$ cat config.mk
export PLATFORM = sky130hd
export DESIGN_NAME = hilo_muldiv_sequencer_flat
export DESIGN_NICKNAME = d
export VERILOG_FILES = /design/src/rtl/hilo_muldiv_sequencer_if.sv /design/src/rtl/hilo_muldiv_sequencer.sv /design/src/flat_wrapper.sv
export SDC_FILE = /design/constraint.sdc
export NUM_CORES = 2
export LEC_CHECK = 0
export BUFFER_PORTS_ARGS = -buffer_cell sky130_fd_sc_hd__buf_2
export CORE_MARGIN = 1
export CORE_UTILIZATION = 45
export CTS_CLUSTER_SIZE = 12
export DETAILED_ROUTE_END_ITERATION = 6
export PLACE_DENSITY = 0.7
export SYNTH_ARGS = -nofsm -noshare
export SYNTH_HDL_FRONTEND = slang
export SYNTH_SLANG_ARGS = --single-unit
$ cat constraint.sdc
create_clock -name clock -period 23.4 [get_ports clock]
set_clock_uncertainty 0.05 [all_clocks]
set_input_delay 5.85 -clock clock [delete_from_list [all_inputs] [get_ports clock]]
set_output_delay 5.85 -clock clock [all_outputs]
set_load 0.02 [all_outputs]
$ cat src/rtl/hilo_muldiv_sequencer_if.sv
// HI/LO sequencer bus: EX-stage op issue plus the write-back HI/LO write port.
// The master side is the pipeline; the slave side is the sequencer.
interface hilo_muldiv_sequencer_if #(
  parameter int unsigned WIDTH = 32
);
  logic             start;
  logic [2:0]       op;
  logic [WIDTH-1:0] operand_a;
  logic [WIDTH-1:0] operand_b;
  logic             cancel;
  logic             stall;
  logic             busy;
  logic             reg_hi_write_enable;
  logic [WIDTH-1:0] reg_hi_write_data;
  logic             reg_lo_write_enable;
  logic [WIDTH-1:0] reg_lo_write_data;

  modport master (
    output start, op, operand_a, operand_b, cancel,
    input  stall, busy, reg_hi_write_enable, reg_hi_write_data,
           reg_lo_write_enable, reg_lo_write_data
  );

  modport slave (
    input  start, op, operand_a, operand_b, cancel,
    output stall, busy, reg_hi_write_enable, reg_hi_write_data,
           reg_lo_write_enable, reg_lo_write_data
  );
endinterface

$ cat src/rtl/hilo_muldiv_sequencer.sv
// Sequences all HI/LO updates: 1-cycle registered multiply, WIDTH-iteration
// restoring divide, and MTHI/MTLO moves, with a pipeline stall request.
module hilo_muldiv_sequencer #(
  parameter int unsigned WIDTH = 32
) (
  input logic                    clock,
  input logic                    reset,
  hilo_muldiv_sequencer_if.slave bus
);
  localparam int unsigned CW = $clog2(WIDTH + 1);

  localparam logic [2:0] OP_MULT  = 3'd1;
  localparam logic [2:0] OP_MULTU = 3'd2;
  localparam logic [2:0] OP_DIV   = 3'd3;
  localparam logic [2:0] OP_DIVU  = 3'd4;
  localparam logic [2:0] OP_MTHI  = 3'd5;
  localparam logic [2:0] OP_MTLO  = 3'd6;

  typedef enum logic [1:0] {S_IDLE, S_MUL, S_DIV, S_DONE} state_e;

  state_e           state_q, state_d;
  logic [WIDTH-1:0] a_q, a_d;        // multiplicand, or dividend/quotient shift register
  logic [WIDTH-1:0] b_q, b_d;        // multiplier, or divisor magnitude
  logic [WIDTH-1:0] rem_q, rem_d;
  logic [WIDTH-1:0] hi_q, hi_d, lo_q, lo_d;
  logic [CW-1:0]    cnt_q, cnt_d;
  logic             hi_we_q, hi_we_d, lo_we_q, lo_we_d;
  logic             sgn_q, sgn_d, neg_quo_q, neg_quo_d, neg_rem_q, neg_rem_d;

  logic             idle_or_done, op_valid, op_muldiv, accept;
  logic             is_signed_div, a_neg, b_neg;
  logic [WIDTH-1:0] a_mag, b_mag;
  logic [2*WIDTH-1:0] a_ext, b_ext, product;
  logic [WIDTH:0]   trial;
  logic [WIDTH-1:0] step_rem, step_quo, quo_fix, rem_fix;

  assign idle_or_done = (state_q == S_IDLE) || (state_q == S_DONE);
  assign op_valid     = (bus.op >= OP_MULT) && (bus.op <= OP_MTLO);
  assign op_muldiv    = (bus.op >= OP_MULT) && (bus.op <= OP_DIVU);
  assign accept       = !reset && bus.start && !bus.cancel && idle_or_done && op_valid;

  assign bus.stall = (accept && op_muldiv) || (state_q == S_MUL) || (state_q == S_DIV);
  assign bus.busy  = (state_q == S_MUL) || (state_q == S_DIV);
  assign bus.reg_hi_write_enable = hi_we_q;
  assign bus.reg_hi_write_data   = hi_q;
  assign bus.reg_lo_write_enable = lo_we_q;
  assign bus.reg_lo_write_data   = lo_q;

  // Signed operands are sign-extended so the low 2*WIDTH bits of the product are exact.
  assign a_ext   = sgn_q ? {{WIDTH{a_q[WIDTH-1]}}, a_q} : {{WIDTH{1'b0}}, a_q};
  assign b_ext   = sgn_q ? {{WIDTH{b_q[WIDTH-1]}}, b_q} : {{WIDTH{1'b0}}, b_q};
  assign product = a_ext * b_ext;

  assign is_signed_div = (bus.op == OP_DIV);
  assign a_neg = is_signed_div && bus.operand_a[WIDTH-1];
  assign b_neg = is_signed_div && bus.operand_b[WIDTH-1];
  assign a_mag = a_neg ? (~bus.operand_a + WIDTH'(1)) : bus.operand_a;
  assign b_mag = b_neg ? (~bus.operand_b + WIDTH'(1)) : bus.operand_b;

  // One restoring step: shift in the next dividend bit, keep the difference if it fits.
  assign trial    = {rem_q, a_q[WIDTH-1]} - {1'b0, b_q};
  assign step_rem = trial[WIDTH] ? {rem_q[WIDTH-2:0], a_q[WIDTH-1]} : trial[WIDTH-1:0];
  assign step_quo = {a_q[WIDTH-2:0], ~trial[WIDTH]};
  assign quo_fix  = neg_quo_q ? (~step_quo + WIDTH'(1)) : step_quo;
  assign rem_fix  = neg_rem_q ? (~step_rem + WIDTH'(1)) : step_rem;

  always_comb begin
    state_d   = state_q;
    a_d       = a_q;
    b_d       = b_q;
    rem_d     = rem_q;
    hi_d      = hi_q;
    lo_d      = lo_q;
    cnt_d     = cnt_q;
    hi_we_d   = 1'b0;
    lo_we_d   = 1'b0;
    sgn_d     = sgn_q;
    neg_quo_d = neg_quo_q;
    neg_rem_d = neg_rem_q;

    unique case (state_q)
      S_IDLE, S_DONE: begin
        state_d = S_IDLE;
        if (accept) begin
          unique case (bus.op)
            OP_MULT, OP_MULTU: begin
              state_d = S_MUL;
              a_d     = bus.operand_a;
              b_d     = bus.operand_b;
              sgn_d   = (bus.op == OP_MULT);
            end
            OP_DIV, OP_DIVU: begin
              if (bus.operand_b == '0) begin
                state_d = S_DONE;
                hi_we_d = 1'b1;
                lo_we_d = 1'b1;
                hi_d    = bus.operand_a;
                lo_d    = '1;
              end else begin
                state_d   = S_DIV;
                a_d       = a_mag;
                b_d       = b_mag;
                rem_d     = '0;
                cnt_d     = '0;
                neg_quo_d = a_neg ^ b_neg;
                neg_rem_d = a_neg;
              end
            end
            OP_MTHI: begin
              state_d = S_DONE;
              hi_we_d = 1'b1;
              hi_d    = bus.operand_a;
            end
            default: begin
              state_d = S_DONE;
              lo_we_d = 1'b1;
              lo_d    = bus.operand_a;
            end
          endcase
        end
      end
      S_MUL: begin
        if (bus.cancel) begin
          state_d = S_IDLE;
        end else begin
          state_d = S_DONE;
          hi_we_d = 1'b1;
          lo_we_d = 1'b1;
          hi_d    = product[2*WIDTH-1:WIDTH];
          lo_d    = product[WIDTH-1:0];
        end
      end
      default: begin
        if (bus.cancel) begin
          state_d = S_IDLE;
        end else begin
          a_d   = step_quo;
          rem_d = step_rem;
          cnt_d = cnt_q + CW'(1);
          if (cnt_q == CW'(WIDTH - 1)) begin
            state_d = S_DONE;
            hi_we_d = 1'b1;
            lo_we_d = 1'b1;
            hi_d    = rem_fix;
            lo_d    = quo_fix;
          end
        end
      end
    endcase
  end

  always_ff @(posedge clock or posedge reset) begin
    if (reset) begin
      state_q   <= S_IDLE;
      a_q       <= '0;
      b_q       <= '0;
      rem_q     <= '0;
      hi_q      <= '0;
      lo_q      <= '0;
      cnt_q     <= '0;
      hi_we_q   <= 1'b0;
      lo_we_q   <= 1'b0;
      sgn_q     <= 1'b0;
      neg_quo_q <= 1'b0;
      neg_rem_q <= 1'b0;
    end else begin
      state_q   <= state_d;
      a_q       <= a_d;
      b_q       <= b_d;
      rem_q     <= rem_d;
      hi_q      <= hi_d;
      lo_q      <= lo_d;
      cnt_q     <= cnt_d;
      hi_we_q   <= hi_we_d;
      lo_we_q   <= lo_we_d;
      sgn_q     <= sgn_d;
      neg_quo_q <= neg_quo_d;
      neg_rem_q <= neg_rem_d;
    end
  end
endmodule

$ cat src/flat_wrapper.sv
// flat-port wrapper written by rule: the top's interface ports become plain ports
module hilo_muldiv_sequencer_flat 
#(
  parameter int unsigned WIDTH = 32
)
  (clock, reset, bus_start, bus_op, bus_operand_a, bus_operand_b, bus_cancel, bus_stall, bus_busy, bus_reg_hi_write_enable, bus_reg_hi_write_data, bus_reg_lo_write_enable, bus_reg_lo_write_data);
  hilo_muldiv_sequencer_if #(.WIDTH(WIDTH)) bus_i ();
  input logic clock;
  input logic reset;
  input wire logic [$bits(bus_i.start)-1:0] bus_start;
  input wire logic [$bits(bus_i.op)-1:0] bus_op;
  input wire logic [$bits(bus_i.operand_a)-1:0] bus_operand_a;
  input wire logic [$bits(bus_i.operand_b)-1:0] bus_operand_b;
  input wire logic [$bits(bus_i.cancel)-1:0] bus_cancel;
  output wire logic [$bits(bus_i.stall)-1:0] bus_stall;
  output wire logic [$bits(bus_i.busy)-1:0] bus_busy;
  output wire logic [$bits(bus_i.reg_hi_write_enable)-1:0] bus_reg_hi_write_enable;
  output wire logic [$bits(bus_i.reg_hi_write_data)-1:0] bus_reg_hi_write_data;
  output wire logic [$bits(bus_i.reg_lo_write_enable)-1:0] bus_reg_lo_write_enable;
  output wire logic [$bits(bus_i.reg_lo_write_data)-1:0] bus_reg_lo_write_data;
  assign bus_i.start = bus_start;
  assign bus_i.op = bus_op;
  assign bus_i.operand_a = bus_operand_a;
  assign bus_i.operand_b = bus_operand_b;
  assign bus_i.cancel = bus_cancel;
  assign bus_stall = bus_i.stall;
  assign bus_busy = bus_i.busy;
  assign bus_reg_hi_write_enable = bus_i.reg_hi_write_enable;
  assign bus_reg_hi_write_data = bus_i.reg_hi_write_data;
  assign bus_reg_lo_write_enable = bus_i.reg_lo_write_enable;
  assign bus_reg_lo_write_data = bus_i.reg_lo_write_data;
  hilo_muldiv_sequencer #(.WIDTH(WIDTH)) u_core (.clock(clock), .reset(reset), .bus(bus_i));
endmodule
==> impl_metrics.ini <==
[run_status]
status = complete, no violations

[final_layout]
final_nets = 8495
drive_gt1_frac = 0.05578
area_growth_pct = 4.750
final_common_cell = inv_1
final_cell_mix = 1590 x inv_1, 1420 x fa_1, 733 x nand2_1

[clocking]
numCtsBuffers = 17
path_clk_slew_ps = 80
cts_tree = done
clockRootBuffer = clkbuf_16
postCtsSetupBuffers = 0
htree_levels = 4
postCtsHoldBufs = 0
cts_buffer_depth = 2
ctsResizeCount = 0
clock_sinks = 173
clock_latency_ps = 520

[global_route]
antenna_found_initial = 21
grt_pass1_vias = 51450
overflow = 0
grtUsageTotal = 0.3032
grt_max_degree = 131
grt_first_pass_wirelength_um = 311500

[yosys]
syn_area_sq_um = 61320
synth_cell_types = 96
synth_edf_count = 0
avgSynthCellArea_sq_um = 9.054
yosysTopAreaCell = fa_1
netlist.area_leader.share = 0.4636
yosys_warnings = 0
synth_area_leaders = fa_1 46%, inv_1 9.7%, ha_1 7.1%, dfrtp_1 7.1%, and2_1 5.3%
synth_seq_cells = 173
ys_async_sr_fraction = 1.000
synth_ff_type = dfrtp_1
syn_inst = 6773
synth.net_count = 8612
ys_seq_area_frac = 0.07060

[placement]
hpwl_um = 161600
portBuffers = 138
gp_congestion = 1.007

[floorplan]
die_h_um = 371.1
die_w_um = 371.1
die_area_sq_um = 137700
initial_core_util = 0.4532
boundaryPins = 139
rows = 135
core_area_sq_um = 135300

[drt]
via_per_inst = 5.642
drt_iter0_markers = 4311
dr_total_vias = 47730
firstDrtPassIters = 5
drcViolationCount = 0
wl_um = 200100
routedWlPerCell_um = 23.65
detail-route-antenna-nets = 0

[sta]
rsz0062_at_grt = no
period_share = 0.5490
setup_tns_ps = 0
period_needed_ps = 12850
hold_violations = 0
finalSetupViolCount = 0
worstMarginPinSlew_ps = 1282
fmax_ghz = 0.07785
slew_violations = 0
timing.slew.headroom = 0.1432

[hold_path]
hp-class = flip-flop to flip-flop

[worst_setup_path]
start_kind = input port
crit_arrival_ps = 6950
cp.required_ps = 17500
critPathKind = input port to output pin
endpoint_kind = output pin
worst-path-max-fanout = 8

[job]
cap_viol_max_count = 0
## metrics by stage
step | instance area (sq um) | hold WS, ps | instances | worst slack [ps] | util
4_1_cts | 64210 | 436.4 | 8450 | 10570 | 0.4746
6_report | 64230 | 432.3 | 8459 | 10550 | 0.4748
3_3_place_gp | 63590 | 410.7 | 8418 | 10610 | 0.4700
5_1_grt | 64210 | 452.4 | 8451 | 10510 | 0.4746
3_5_place_dp | 63590 | 415.1 | 8418 | 10580 | 0.4700
2_1_floorplan | 61320 | 411.3 | 6773 | 10600 | -
## area by class of cell
cell class                 instances  area, sq um
timing repair buffer             228         1366
fill                           12770        71060
sequential                       173         4343
clock inverter                    15        195.2
clock buffer                      17        425.4
tap                             1781         2228
antenna                            9        22.52
inverter                        1593         5989
multi-input combinational       4643        49660
## per-layer routing
metal	vias up	wire length, um	GRT usage
li1	20160	-	-
met1	24580	77620	0.3997
met2	2481	90540	0.4749
met3	491	21640	0.07348
met4	14	10180	0.1325
met5	-	87	0
## flip-flops by register name, summed over array words and instances (netlist names), 2 cells and up
signal and cells:
u_core.cnt_q 6, u_core.state_q 2, u_core.bus.reg_hi_write_data 32, u_core.b_q 32, u_core.bus.reg_lo_write_data 32, u_core.a_q 32, u_core.rem_q 32
## final timing paths
path                                                      start                          endpoint  slack (ps)  depth (start not counted)
worst max-delay path                                 bus_cancel                         bus_stall       10550                          6
worst min-delay path            u_core.bus.reg_hi_write_data[4]   u_core.bus.reg_hi_write_data[4]         430                          1
worst max register to register                   u_core.a_q[10]  u_core.bus.reg_hi_write_data[16]       12280                         32
worst min register to register  u_core.bus.reg_hi_write_data[4]   u_core.bus.reg_hi_write_data[4]         430                          1
max in group asynchronous                                 reset                     u_core.a_q[4]       16400                          3
min in group asynchronous                                 reset  u_core.bus.reg_lo_write_data[13]        5520                          2
## Yosys cell counts, drive strengths merged, types with 13 or more instances
cell,instances
mux2,37
dfrtp,173
a31oi,31
and2,522
fa,1420
o211ai,14
xor2,107
nand3,37
a21o,56
inv,1592
nand4,24
nor4,15
xnor2,138
nor2b,13
a221oi,39
o21a,19
buf,48
nand2,735
mux2i,35
o21ai,226
or3,30
a211oi,26
o21bai,18
and3,36
o31ai,43
nor3,44
nand2b,21
a21oi,228
nor2,219
clkbuf,316
ha,348
## kinds of logic after synthesis
logic type	count (synthesis)	share of synthesized area
compound gates	813	0.08594
xor+xnor	245	0.03499
fa+ha+maj	1771	0.5351
buf+inv	1957	0.1204
flops	173	0.07060
mux	72	0.01251
simple gates	1742	0.1405
## worst max-delay path, cell delays in order
cell and delay, ps:
buf_2 140, nor4b_1 350, buf_4 220, nand3_1 90
nand2_1 110, buf_2 180
Power is not shown: default switching activity piles up to over one toggle a cycle in this logic, so the estimate is an artifact.
